**config.mk**
```make
export PLATFORM = sky130hd
export DESIGN_NAME = player_motion_ctl
export DESIGN_NICKNAME = d
export VERILOG_FILES = /design/src/rtl/player_motion_ctl.sv
export SDC_FILE = /design/constraint.sdc
export NUM_CORES = 1
export LEC_CHECK = 0
export CAP_MARGIN = 10
export CORE_ASPECT_RATIO = 0.6
export CORE_MARGIN = 2
export CORE_UTILIZATION = 30
export CTS_BUF_LIST = sky130_fd_sc_hd__clkbuf_8
export CTS_CLUSTER_SIZE = 40
export DETAILED_ROUTE_END_ITERATION = 16
export PLACE_DENSITY = 0.53
export SYNTH_ARGS = -nofsm -noshare
export SYNTH_HDL_FRONTEND = slang
export SYNTH_SLANG_ARGS = --single-unit
```
**constraint.sdc**
```tcl
create_clock -name clk -period 6.3 [get_ports clk]
set_input_delay 0.945 -clock clk [delete_from_list [all_inputs] [get_ports clk]]
set_output_delay 0.945 -clock clk [all_outputs]
set_load 0.01 [all_outputs]
```
**src/rtl/player_motion_ctl.sv**
```systemverilog
// Player sprite motion: floor walking, charged jumps (hold space, release to launch), gravity flight.
// Motion advances once per physics tick; key edges are acted on every cycle; outputs lag state by one cycle.
module player_motion_ctl #(
    parameter int SCREEN_W    = 800,
    parameter int SCREEN_H    = 600,
    parameter int SPRITE_W    = 64,
    parameter int SPRITE_H    = 64,
    parameter int TICK_CYCLES = 400000,
    parameter int FRAC_BITS   = 4,
    parameter int GRAVITY     = 8,
    parameter int VY_MAX      = 256,
    parameter int WALK_SPEED  = 2,
    parameter int JUMP_VX     = 48,
    parameter int JUMP_V_BASE = 64,
    parameter int JUMP_V_GAIN = 8,
    parameter int MAX_CHARGE  = 24
) (
    input  logic        clk,
    input  logic        rst,
    input  logic        key_space,
    input  logic        key_left,
    input  logic        key_right,
    output logic [11:0] value_x,
    output logic [11:0] value_y,
    output logic [1:0]  state_out,
    output logic [5:0]  charge_level,
    output logic        airborne
);
    localparam int PW    = 13 + FRAC_BITS;
    localparam int CW    = $clog2(TICK_CYCLES);
    localparam int FLOOR = SCREEN_H - SPRITE_H - 1;
    localparam int XMAX  = SCREEN_W - SPRITE_W;

    localparam logic signed [PW-1:0] FLOOR_SUB = PW'(FLOOR << FRAC_BITS);
    localparam logic signed [PW-1:0] XMAX_SUB  = PW'(XMAX << FRAC_BITS);
    localparam logic signed [PW-1:0] WALK_SUB  = PW'(WALK_SPEED << FRAC_BITS);
    localparam logic signed [15:0]   VY_MAX_V  = 16'(VY_MAX);
    localparam logic signed [15:0]   GRAV_V    = 16'(GRAVITY);
    localparam logic signed [15:0]   JVX_V     = 16'(JUMP_VX);
    localparam logic [15:0]          JVB_V     = 16'(JUMP_V_BASE);
    localparam logic [15:0]          JVG_V     = 16'(JUMP_V_GAIN);
    localparam logic [5:0]           CHG_SAT   = 6'(MAX_CHARGE);
    localparam logic [CW-1:0]        TICK_LAST = CW'(TICK_CYCLES - 1);

    typedef enum logic [1:0] {
        ST_GROUND = 2'd0,
        ST_CHARGE = 2'd1,
        ST_AIR    = 2'd2
    } state_t;

    state_t                state_q, state_d;
    logic signed [PW-1:0]  x_q, x_d, y_q, y_d;
    logic signed [15:0]    vx_q, vx_d, vy_q, vy_d;
    logic [5:0]            charge_q, charge_d;
    logic                  space_prev_q;
    logic [CW-1:0]         cnt_q;

    logic                  tick, space_rise, space_fall;
    logic signed [PW-1:0]  x_nxt, y_nxt;
    logic signed [15:0]    vy_grav;
    logic [15:0]           launch_v;

    assign tick       = (cnt_q == TICK_LAST);
    assign space_rise = key_space & ~space_prev_q;
    assign space_fall = ~key_space & space_prev_q;
    assign x_nxt      = x_q + PW'(vx_q);
    assign y_nxt      = y_q + PW'(vy_q);
    assign vy_grav    = vy_q + GRAV_V;
    assign launch_v   = JVB_V + 16'(charge_q) * JVG_V;

    always_comb begin
        state_d  = state_q;
        x_d      = x_q;
        y_d      = y_q;
        vx_d     = vx_q;
        vy_d     = vy_q;
        charge_d = charge_q;
        case (state_q)
            ST_GROUND: begin
                if (tick) begin
                    if (key_right && !key_left)
                        x_d = (x_q > XMAX_SUB - WALK_SUB) ? XMAX_SUB : x_q + WALK_SUB;
                    else if (key_left && !key_right)
                        x_d = (x_q < WALK_SUB) ? '0 : x_q - WALK_SUB;
                end
                if (space_rise) begin
                    state_d  = ST_CHARGE;
                    charge_d = '0;
                end
            end
            ST_CHARGE: begin
                // A release on a tick cycle launches with the charge held before that tick.
                if (space_fall) begin
                    state_d = ST_AIR;
                    vy_d    = -$signed(launch_v);
                    if (key_right && !key_left)
                        vx_d = JVX_V;
                    else if (key_left && !key_right)
                        vx_d = -JVX_V;
                    else
                        vx_d = '0;
                end else if (tick && charge_q < CHG_SAT) begin
                    charge_d = charge_q + 6'd1;
                end
            end
            ST_AIR: begin
                if (tick) begin
                    if (x_nxt[PW-1]) begin
                        x_d  = '0;
                        vx_d = -(vx_q >>> 1);
                    end else if (x_nxt > XMAX_SUB) begin
                        x_d  = XMAX_SUB;
                        vx_d = -(vx_q >>> 1);
                    end else begin
                        x_d = x_nxt;
                    end
                    // Landing overrides any wall rebound velocity from this same tick.
                    if (y_nxt[PW-1]) begin
                        y_d  = '0;
                        vy_d = '0;
                    end else if (y_nxt >= FLOOR_SUB && !vy_q[15]) begin
                        y_d     = FLOOR_SUB;
                        vx_d    = '0;
                        vy_d    = '0;
                        state_d = ST_GROUND;
                    end else begin
                        y_d  = y_nxt;
                        vy_d = (vy_grav > VY_MAX_V) ? VY_MAX_V : vy_grav;
                    end
                end
            end
            default: state_d = ST_GROUND;
        endcase
    end

    always_ff @(posedge clk or posedge rst) begin
        if (rst) begin
            state_q      <= ST_GROUND;
            x_q          <= '0;
            y_q          <= FLOOR_SUB;
            vx_q         <= '0;
            vy_q         <= '0;
            charge_q     <= '0;
            space_prev_q <= 1'b0;
            cnt_q        <= '0;
        end else begin
            state_q      <= state_d;
            x_q          <= x_d;
            y_q          <= y_d;
            vx_q         <= vx_d;
            vy_q         <= vy_d;
            charge_q     <= charge_d;
            space_prev_q <= key_space;
            cnt_q        <= tick ? '0 : cnt_q + CW'(1);
        end
    end

    always_ff @(posedge clk or posedge rst) begin
        if (rst) begin
            value_x      <= '0;
            value_y      <= 12'(FLOOR);
            state_out    <= ST_GROUND;
            charge_level <= '0;
            airborne     <= 1'b0;
        end else begin
            value_x      <= 12'(x_q >>> FRAC_BITS);
            value_y      <= 12'(y_q >>> FRAC_BITS);
            state_out    <= state_q;
            charge_level <= charge_q;
            airborne     <= (state_q == ST_AIR);
        end
    end
endmodule

```
==> results.tsv <==
metric	value	unit
CTS Buffer Depth	2	
ys async rst share	100	%
maxcap violations	0	
first-pass GRT wire length	33900	µm
Leakage	3.62	nW
Initial Util	30.4	%
Worst-path clk slew	0.07	ns
Synth Instances	839	
Least-Margin Pin Slew	1.03	ns
die width	210	µm
initial antenna violation count	0	
gr ovfl total	0	
worst r2r src	vy_q[5]$_DFFE_PP0P_	
largest family of logic cells by synthesized area	compound AO/OA/AOI/OAI gates	
TNS Setup	0	ns
top cell type's share of synthesized area	36.1	%
maximum clock rate	243	MHz
HPWL Detailed	15200	µm
Mapped Nets	883	
crit path max fanout	12	
multiplexer area fraction after synthesis	0.672	%
Worst R2R Setup Slack	2.18	ns
WL final	20900	µm
Pwr per Cell Area	345	mW/mm²
Final Hold Fails	0	
Hold Path End	value_y[2]$_DFF_PP1_	
largest net degree at the start of global routing	77	
layout cells sized above 1	8.64	%
Critical-path top delay cell	nor2_1	
CTS tree	built	
die area	0.0268	mm²
Worst path most repeated cell	o21ai_1	
Crit path max-delay family	compound AO/OA/AOI/OAI gates	
Via density	5.43	
area grow syn2layout	14.0	%
Boundary Pins	38	
gpl congestion	0.928	
Top FF cell, synth	dfrtp_1	
Worst slew margin	31.0	%
hold path startpoint	y_q[6]$_DFFE_PP1P_	
Clock Latency Late Sink	0.46	ns
worst stage delay on the critical path	0.73	ns
critical-path cell list	ha_1 > o21ai_1 > o21ai_1 > a311oi_2 > o31ai_2 > mux2i_1 > a2bb2oi_4 > nor2_1 > o21ai_2 > o311ai_1	
Worst Setup SP	vy_q[5]$_DFFE_PP0P_	
First DRT Iteration DRCs	780	
Placed Cells	1179	
Rows	45	
Post-Synth XOR/XNOR Area	6.77	%
drt wl/cell	17.3	µm
number of global-route vias before repair	5831	
hold path depth	0	
Buf/Inv on CP	0	
Synth area leaders	dfrtp_1 36%, ha_1 6.2%, xnor2_1 4.1%, nor2_1 3.6%, nand2_1 3.6%	
cell taking the most area after synthesis	dfrtp_1	
Die H	128	µm
Synth Area in Adders	6.49	%
mapped cell area	0.00763	mm²
most frequent cells in the layout	110 x dfrtp_1, 73 x nand2_1, 73 x nor2_1, 48 x a21oi_1	
clk_skew	0.00950	ns
DRC	0	
final setup fails	0	
drt pass-1 iters	5	
Distinct cells, synth	86	
WP data arrival	4.48	ns
reg2reg end	vx_q[12]$_DFFE_PP0P_	
CTS resizes	0	
Final Slew Violations	0	
Tmin final	4.12	ns
VDD IR-drop max	0.131	mV
WS Path Type	flop to flop	
number of synthesized register bits	120	
Yosys warnings	0	
Via Count	6559	
sequential share of the synthesized area	39.5	%
Nets	913	
outcome	completed	
Hold Path Class	flop to flop	
CTS Buf Count	17	
PortBufs	37	
compound-cell area share of the yosys netlist	23.2	%
Tot GR Track Use	16.2	%
syn_area_per_cell	9.10	µm²
ANT nets after route	0	
Final Non-Filler Cells	1209	
most common cell after layout, fill and taps aside	dfrtp_1	
WHS	0.381	ns
R2R cell count	10	
CTS root buffer	clkbuf_8	
Util after Layout	34.6	%
RSZ-0062 raised after global routing	false	
Worst setup EP type	flop	
CP Data Required Time	6.66	ns
Hold Buf Count CTS	0	
EDFF count, synth	0	
CP startpoint kind	flop	
final worst-path cycle share	65.3	%
H-tree depth	4	
Diodes inserted	0	
clock sink count	120	
simple-gate share of the synthesized area	19.6	%
core box area	0.0251	mm²
postcts setup bufs	0	
## per-layer routing
metal / GRT usage [%] / part of all wire [%] / vias to the layer above
met5: 0 / 0 / -
met4: 4.01 / 0.98 / 0
met3: 5.21 / 8.2 / 18
met2: 18.6 / 35 / 233
met1: 27.1 / 56 / 3153
li1: - / - / 3155
## stage by stage
step	power, mW	area (µm²)	worst slack (ns)
after floorplan	1.98	7630	2.19
after global placement	2.32	8330	2.34
after detailed placement	2.30	8330	2.23
after CTS	3.00	8700	2.21
after global routing	3.21	8700	1.72
final	3.00	8700	2.18
## power breakdown
part	total [mW]	internal, mW	switching [mW]
registers	1.03	0.870	0.161
logic	1.29	0.508	0.784
clock network	0.677	0.361	0.316
## cells by family (layout without fill, tap and decap cells)
logic type      count (synthesis)  in the layout
buf+inv                        71            112
simple gates                  297            297
flops                         120            120
mux                             5              5
fa+ha+maj                      39             39
xor+xnor                       59             59
compound gates                248            248
## cell usage after synthesis (4+ instances only)
master      n
a211oi_1    5
a21o_1     13
a21oi_1    48
a221o_1     4
a221oi_1    5
a22o_1      4
a22oi_1    10
a31oi_1     8
and2_1      5
and3_1     10
clkbuf_1   23
dfrtp_1   110
dfstp_2    10
ha_1       38
inv_1      38
mux2i_1     4
nand2_1    73
nand2b_1    6
nand3_1    36
nand3b_1    6
nand4_1     9
nor2_1     74
nor2b_1     8
nor3_1     22
nor4_1      7
nor4b_1     4
o211ai_1    7
o21a_1      4
o21ai_0    39
o21ai_1    20
o221ai_1    4
o22a_1      4
o22ai_1     9
o31ai_1    10
o32ai_1     8
or2_2       5
or3_1      12
or4_1       4
xnor2_1    36
xor2_1     23
## registers in the layout, indices dropped and copies added, names as in the netlist
| signal | count |
|---|---|
| charge_level | 6 |
| y_q | 13 |
| state_out | 2 |
| value_y | 12 |
| charge_q | 6 |
| space_prev_q | 1 |
| vy_q | 13 |
| x_q | 17 |
| cnt_q | 19 |
| value_x | 12 |
| state_q | 2 |
| vx_q | 16 |
| airborne | 1 |
## worst max-delay path by stage
stage	depth (start not counted)	slack, ns	endpoint
3_3_place_gp	10	2.34	vx_q[12]$_DFFE_PP0P_
6_report	10	2.18	vx_q[12]$_DFFE_PP0P_
4_1_cts	10	2.21	vx_q[12]$_DFFE_PP0P_
3_5_place_dp	10	2.23	vx_q[12]$_DFFE_PP0P_
5_1_grt	10	1.72	vx_q[10]$_DFFE_PP0P_
2_1_floorplan	1	2.19	airborne$_DFF_PP0_
## cell type report
| cell class | count | area [µm²] |
|---|---|---|
| fillers | 2576 | 16400 |
| repair buffers | 43 | 415 |
| clock buffers | 19 | 262 |
| inverters | 39 | 149 |
| clock inverters | 11 | 109 |
| well taps | 329 | 412 |
| multi-input cells | 648 | 4340 |
| flip-flops and latches | 120 | 3020 |
## worst reg2reg max path, stage by stage, from the launching register on
cell and delay, ns:
dfrtp_1 0.48, ha_1 0.42, o21ai_1 0.10, o21ai_1 0.26, a311oi_2 0.18, o31ai_2 0.52, mux2i_1 0.46, a2bb2oi_4 0.18
nor2_1 0.73, o21ai_2 0.34, o311ai_1 0.34
Power figures use the tool's default switching activity.
==> edit 1, RTL diff (same settings) <==
`TICK_CYCLES`: 400000 -> 800000.
--- a/src/rtl/player_motion_ctl.sv
+++ b/src/rtl/player_motion_ctl.sv
@@ -6,5 +6,5 @@
     parameter int SPRITE_W    = 64,
     parameter int SPRITE_H    = 64,
-    parameter int TICK_CYCLES = 400000,
+    parameter int TICK_CYCLES = 800000,
     parameter int FRAC_BITS   = 4,
     parameter int GRAVITY     = 8,
Function: no difference found for any inputs over 10 cycles, from zero or initial values and one cycle with rst high; that may be too few to reach the edited logic, so the function may still have changed.
==> edit 1 against the original RTL <==
Setup slack got worse by 0.15 ns. Power fell by 7.1%. Design area rose by 0.49%. Sequential share of layout area rose by 0.12 points. First-iteration DRC count fell by 16%. Wire length rose by 6.6%. Critical path depth rose by 2. Final cell count rose by 2.2%. Sequential cell count rose by 1. Synthesized area barely moved.
==> edit 1: results (changes against the original RTL) <==
metric	value	unit	change
adder-cell area share of the yosys netlist	6.49	%	about the same
All-Layer GR Usage	17.3	%	+1.1 points
Post-DP Area	8340	um2	+0.11%
hold path depth	0		unchanged
slowest CP cell	a211oi_2		
Post-Synth XOR/XNOR Area	6.65	%	-0.12 points
Syn Nets	907		+2.7%
slew margin rel.	39.1	%	+8.2 points
CP peak stage delay	0.80	ns	+0.07 ns
Final Skew	0.0127	ns	+0.00323 ns
Final Wtd Congestion	0.922		-0.60%
clk_lat worst skew	0.47	ns	
final net count	936		+2.5%
Seq/Total Area, Yosys	39.8	%	+0.31 points
drt drc	0		unchanged
via count	6678		+1.8%
post-DP HPWL	16.2	mm	+6.6%
PD cells	319	nW/um2	-7.5%
drt first-iter violations	652		-16%
hold crit path type	reg2reg		
Synth area leaders	dfrtp_1 36%, ha_1 6.2%, nand2_1 5.1%		
Max Fanout on Critical Path	11		-1
Seq group	0.00103	W	about the same
r2r setup slk	2.04	ns	-0.15 ns
Longest Clk Path Bufs	2		unchanged
number of antenna violations at the first check in global routing	0		unchanged
largest net degree at the start of global routing	65		-16%
Worst Hold Path EP	value_y[4]		
status	finished, final reports clean		
first-pass GRT wire length	35.7	mm	+5.4%
Max rail drop VDD	144	uV	+10%
CP Launch Point	x_q[0]		
biggest regs	cnt_q: 20 flops, x_q: 17 flops, vx_q: 16 flops		
proportion of layout cells with a drive suffix above 1	7.18	%	-1.5 points
worst hold margin	0.384	ns	+0.00303 ns
number of global-route vias before repair	5982		+2.6%
total detailed-routing wirelength	22.3	mm	+6.6%
port bufs	37		unchanged
Routed WL per cell	18.1	um	+4.4%
FF-to-FF End	vx_q[5]		
multiplexer share of the synthesized area	0.393	%	-0.28 points
Static Leak	3.62	nW	about the same
WP data arrival	4.61	ns	+0.13 ns
Distinct cells, synth	75		-13%
hold path startpoint	y_q[8]		
Synth Area in Compound Gates	21.1	%	-2.1 points
pre-CTS setup slack	2.14	ns	-0.0885 ns
syn avg cell area	8.85	um2	-2.7%
Reg2Reg Depth	12		+2
Power Internal	0.00164	W	-5.7%
setup bufs post-CTS	0		unchanged
Gate power share	37.1	%	-6.0 points
top cells by count, synth	111 x dfrtp_1, 103 x nand2_1, 84 x nor2_1, 49 x a21oi_1, 42 x o21ai_0		
placed cells	1202		+2.0%
-- edit 1: changes by cell type in the layout (fill, tap and decap cells not counted), sizes merged, moves of 6 or more --
cell   unedited run  this run
nand2            73       103
o22ai             9         3
o21ai            60        53
and3             10        18
o32ai             8         2
o221a             1         8
nand4             9        15
inv              41        35
nor2             75        85
a21o             13        19
-- edit 1: worst max path at each step --
stage / slack, ns / cells past startpoint / to
global route: 1.70 / 12 / vx_q[5]
CTS: 2.10 / 12 / vx_q[5]
global placement: 2.21 / 12 / vx_q[5]
floorplan: 2.16 / 1 / airborne
detailed placement: 2.14 / 12 / vx_q[7]
finish: 2.04 / 12 / vx_q[5]
-- edit 1: cell type report --
| cell class | count | area [um2] |
|---|---|---|
| Clock buffer | 17 | 234 |
| Clock inverter | 15 | 168 |
| Timing Repair Buffer | 44 | 423 |
| Tap cell | 329 | 412 |
| Fill cell | 2588 | 16400 |
| Inverter | 29 | 114 |
| Antenna cell | 1 | 2.50 |
| Sequential cell | 121 | 3040 |
| Multi-Input combinational cell | 679 | 4350 |
-- edit 1: worst register-to-register path, delay by kind of cell (launching register included) --
kind | cells | cell delay [ns]
adders and majority gates | 2 | 0.56
AOI/OAI and AO/OA | 5 | 2.42
and+or+nand+nor | 4 | 0.71
DFF | 1 | 0.40
buffers and inverters | 1 | 0.06
-- edit 1: cells by family after synthesis --
logic type | Yosys count
buffers and inverters | 63
XOR/XNOR | 58
flip-flops | 121
adder cells (fa/ha/maj) | 39
AND/OR/NAND/NOR | 349
multiplexers | 3
AO/OA/AOI/OAI | 230
-- edit 1: per-layer routing --
layer  global-route usage (%)  wire [um]
met3                     4.79       1590
met2                     20.6       8040
met4                     3.30        162
met5                        0          0
met1                     29.2      12500
==> edit 2, RTL diff (same settings) <==
Without the edit above. Put one more register stage on the output `charge_level`, with the module's reset. The value now appears one clock later. The other outputs are not delayed to match.
--- a/src/rtl/player_motion_ctl.sv
+++ b/src/rtl/player_motion_ctl.sv
@@ -48,4 +48,6 @@
         ST_AIR    = 2'd2
     } state_t;
+
+    logic [5:0] charge_level_s0;
 
     state_t                state_q, state_d;
@@ -161,5 +163,5 @@
             value_y      <= 12'(FLOOR);
             state_out    <= ST_GROUND;
-            charge_level <= '0;
+            charge_level_s0 <= '0;
             airborne     <= 1'b0;
         end else begin
@@ -167,8 +169,16 @@
             value_y      <= 12'(y_q >>> FRAC_BITS);
             state_out    <= state_q;
-            charge_level <= charge_q;
+            charge_level_s0 <= charge_q;
             airborne     <= (state_q == ST_AIR);
         end
     end
+    always_ff @(posedge clk or posedge rst) begin
+        if (rst) begin
+            charge_level <= '0;
+        end else begin
+            charge_level <= charge_level_s0;
+        end
+    end
+
 endmodule
 
Check against the original RTL: same outputs for any inputs over 10 cycles, from zero or initial values and one cycle with rst high; that may be too few to reach the edited logic, so the function may still have changed.
==> edit 2 against the original RTL <==
Largest cell class unchanged. Critical endpoint is now x_q[12]. Design area is 2.4% higher. Power rose by 3.3%. Setup slack improved by 0.13 ns. Clock power up 2%. Wire length is 9.4% higher. Synthesized area is 2.4% higher. Combinational power increased by 3%. Sequential cell count is 6 higher.
==> edit 2: results (changes against the original RTL) <==
metric	value	unit	change
status	finished, final reports clean		
Max Fanout on Critical Path	14		+2
Reg2Reg Depth	10		unchanged
Worst Hold Path EP	charge_level[4]		
number of H-tree levels	4		unchanged
hold crit path type	reg2reg		
Distinct cells, synth	77		-10%
post-DP HPWL	16.7	mm	+10%
largest net degree at the start of global routing	68		-12%
syn avg cell area	9.01	um2	-0.91%
top cells by count, synth	116 x dfrtp_1, 77 x nand2_1, 71 x nor2_1, 57 x o21ai_0, 55 x a21oi_1		
port bufs	37		unchanged
via count	6788		+3.5%
Routed WL per cell	18.1	um	+4.8%
hold path startpoint	charge_level_s0[4]		
adder-cell area share of the yosys netlist	6.34	%	-0.15 points
Antenna Cells	0		unchanged
Synth Area in Compound Gates	21.5	%	-1.6 points
multiplexer share of the synthesized area	0.384	%	-0.29 points
reg2reg start	x_q[10]		
post-DR vias/cell	5.38		-0.78%
final net count	941		+3.1%
number of antenna violations at the first check in global routing	0		unchanged
Synth warnings	0		unchanged
Final Skew	0.0167	ns	+0.00717 ns
TritonRoute pass-1 iters	5		unchanged
number of global-route vias before repair	6185		+6.1%
total CTS buffers	17		unchanged
Final Wtd Congestion	0.863		-6.9%
pre-CTS setup slack	2.40	ns	+0.179 ns
drt first-iter violations	671		-14%
Async SR Flop Fraction	100	%	unchanged
slew margin rel.	29.8	%	-1.2 points
r2r setup slk	2.31	ns	+0.13 ns
Max rail drop VDD	136	uV	+4.1%
Seq/Total Area, Yosys	40.5	%	+1.0 points
post-CTS sizing	0		unchanged
Synth area leaders	dfrtp_1 37%, ha_1 6.1%, xnor2_1 4.6%		
placed cells	1230		+4.3%
first-pass GRT wire length	36.7	mm	+8.4%
FILL cells	2660		+3.3%
clk_lat worst skew	0.49	ns	+0.03 ns
setup bufs post-CTS	0		unchanged
Syn Nets	911		+3.2%
Clk pin slew, worst setup/hold paths	0.08	ns	
hold path depth	0		unchanged
top-count cell post-synth	dfrtp_1		
Longest Clk Path Bufs	2		unchanged
Post-Synth XOR/XNOR Area	6.61	%	-0.16 points
All-Layer GR Usage	17.5	%	+1.3 points
biggest regs	cnt_q: 19 flops, x_q: 17 flops, vx_q: 16 flops		
FF-to-FF End	x_q[12]		
Static Leak	3.73	nW	+3.1%
Clock Tree Root	clkbuf_8		
proportion of layout cells with a drive suffix above 1	7.48	%	-1.2 points
-- edit 2: changes by cell type after synthesis, sizes merged, moves of 5 or more --
cell    unedited run  this run
o32ai              8         0
o21a               4        10
a21o              13        19
o22ai              9         4
dfrtp            110       116
nor3              22        30
a21oi             49        58
nand4              9        14
nand2b             6        11
nand3             36        43
xnor2             36        41
xor2              23        18
a211o              3         9
-- edit 2: metal layers --
layer / vias up / routed length (um) / GRT usage (%) / share of wire [%]
met1: 3300 / 13000 / 29.1 / 57
met4: 0 / 290 / 5.35 / 1.3
li1: 3256 / - / - / -
met2: 209 / 8140 / 21.1 / 36
met5: - / 0 / 0 / 0
met3: 23 / 1450 / 4.27 / 6.3
-- edit 2: cell families after synthesis --
kind of cell             after synthesis
buffers and inverters                 66
AND/OR/NAND/NOR                      326
flip-flops                           126
AO/OA/AOI/OAI                        248
multiplexers                           3
XOR/XNOR                              59
adder cells (fa/ha/maj)               39
-- edit 2: power breakdown --
part           internal, W  switching [W]
Sequential        0.000906       0.000178
Clock             0.000331       0.000361
Combinational     0.000523       0.000803
Total              0.00176        0.00134
-- edit 2: worst max path at each step --
stage               startpoint       end  slack, ns  cells past startpoint
floorplan                  rst  airborne       2.02                      1
global placement       x_q[10]   x_q[12]       2.45                     10
detailed placement     x_q[10]   x_q[12]       2.40                     10
CTS                    x_q[10]   x_q[12]       2.38                     10
global route           vy_q[4]  vx_q[12]       2.00                     10
finish                 x_q[10]   x_q[12]       2.31                     10
-- edit 2: worst max-delay path: stages, from the launching register on --
cell and delay [ns]:
dfrtp_1 0.67, ha_1 0.40, or2_1 0.27, a21oi_2 0.24, o31ai_1 0.15, a2111oi_2 0.34, a311oi_1 0.15, or4b_4 0.60
o21ai_4 0.38, nand2_1 0.35, o21ai_0 0.33
-- edit 2: final cells by class --
class | count | share of cell area, %
Clock inverter | 12 | 1.26
Clock buffer | 19 | 2.94
Inverter | 37 | 1.62
Timing Repair Buffer | 40 | 4.41
Multi-Input combinational cell | 675 | 49.3
Tap cell | 352 | 4.95
Sequential cell | 126 | 35.6
-- edit 2: stage by stage --
stage	area [um2]	hold slack, ns
detailed placement	8530	0.335
floorplan	7820	0.331
global route	8900	0.377
global placement	8530	0.334
finish	8900	0.352
CTS	8900	0.363
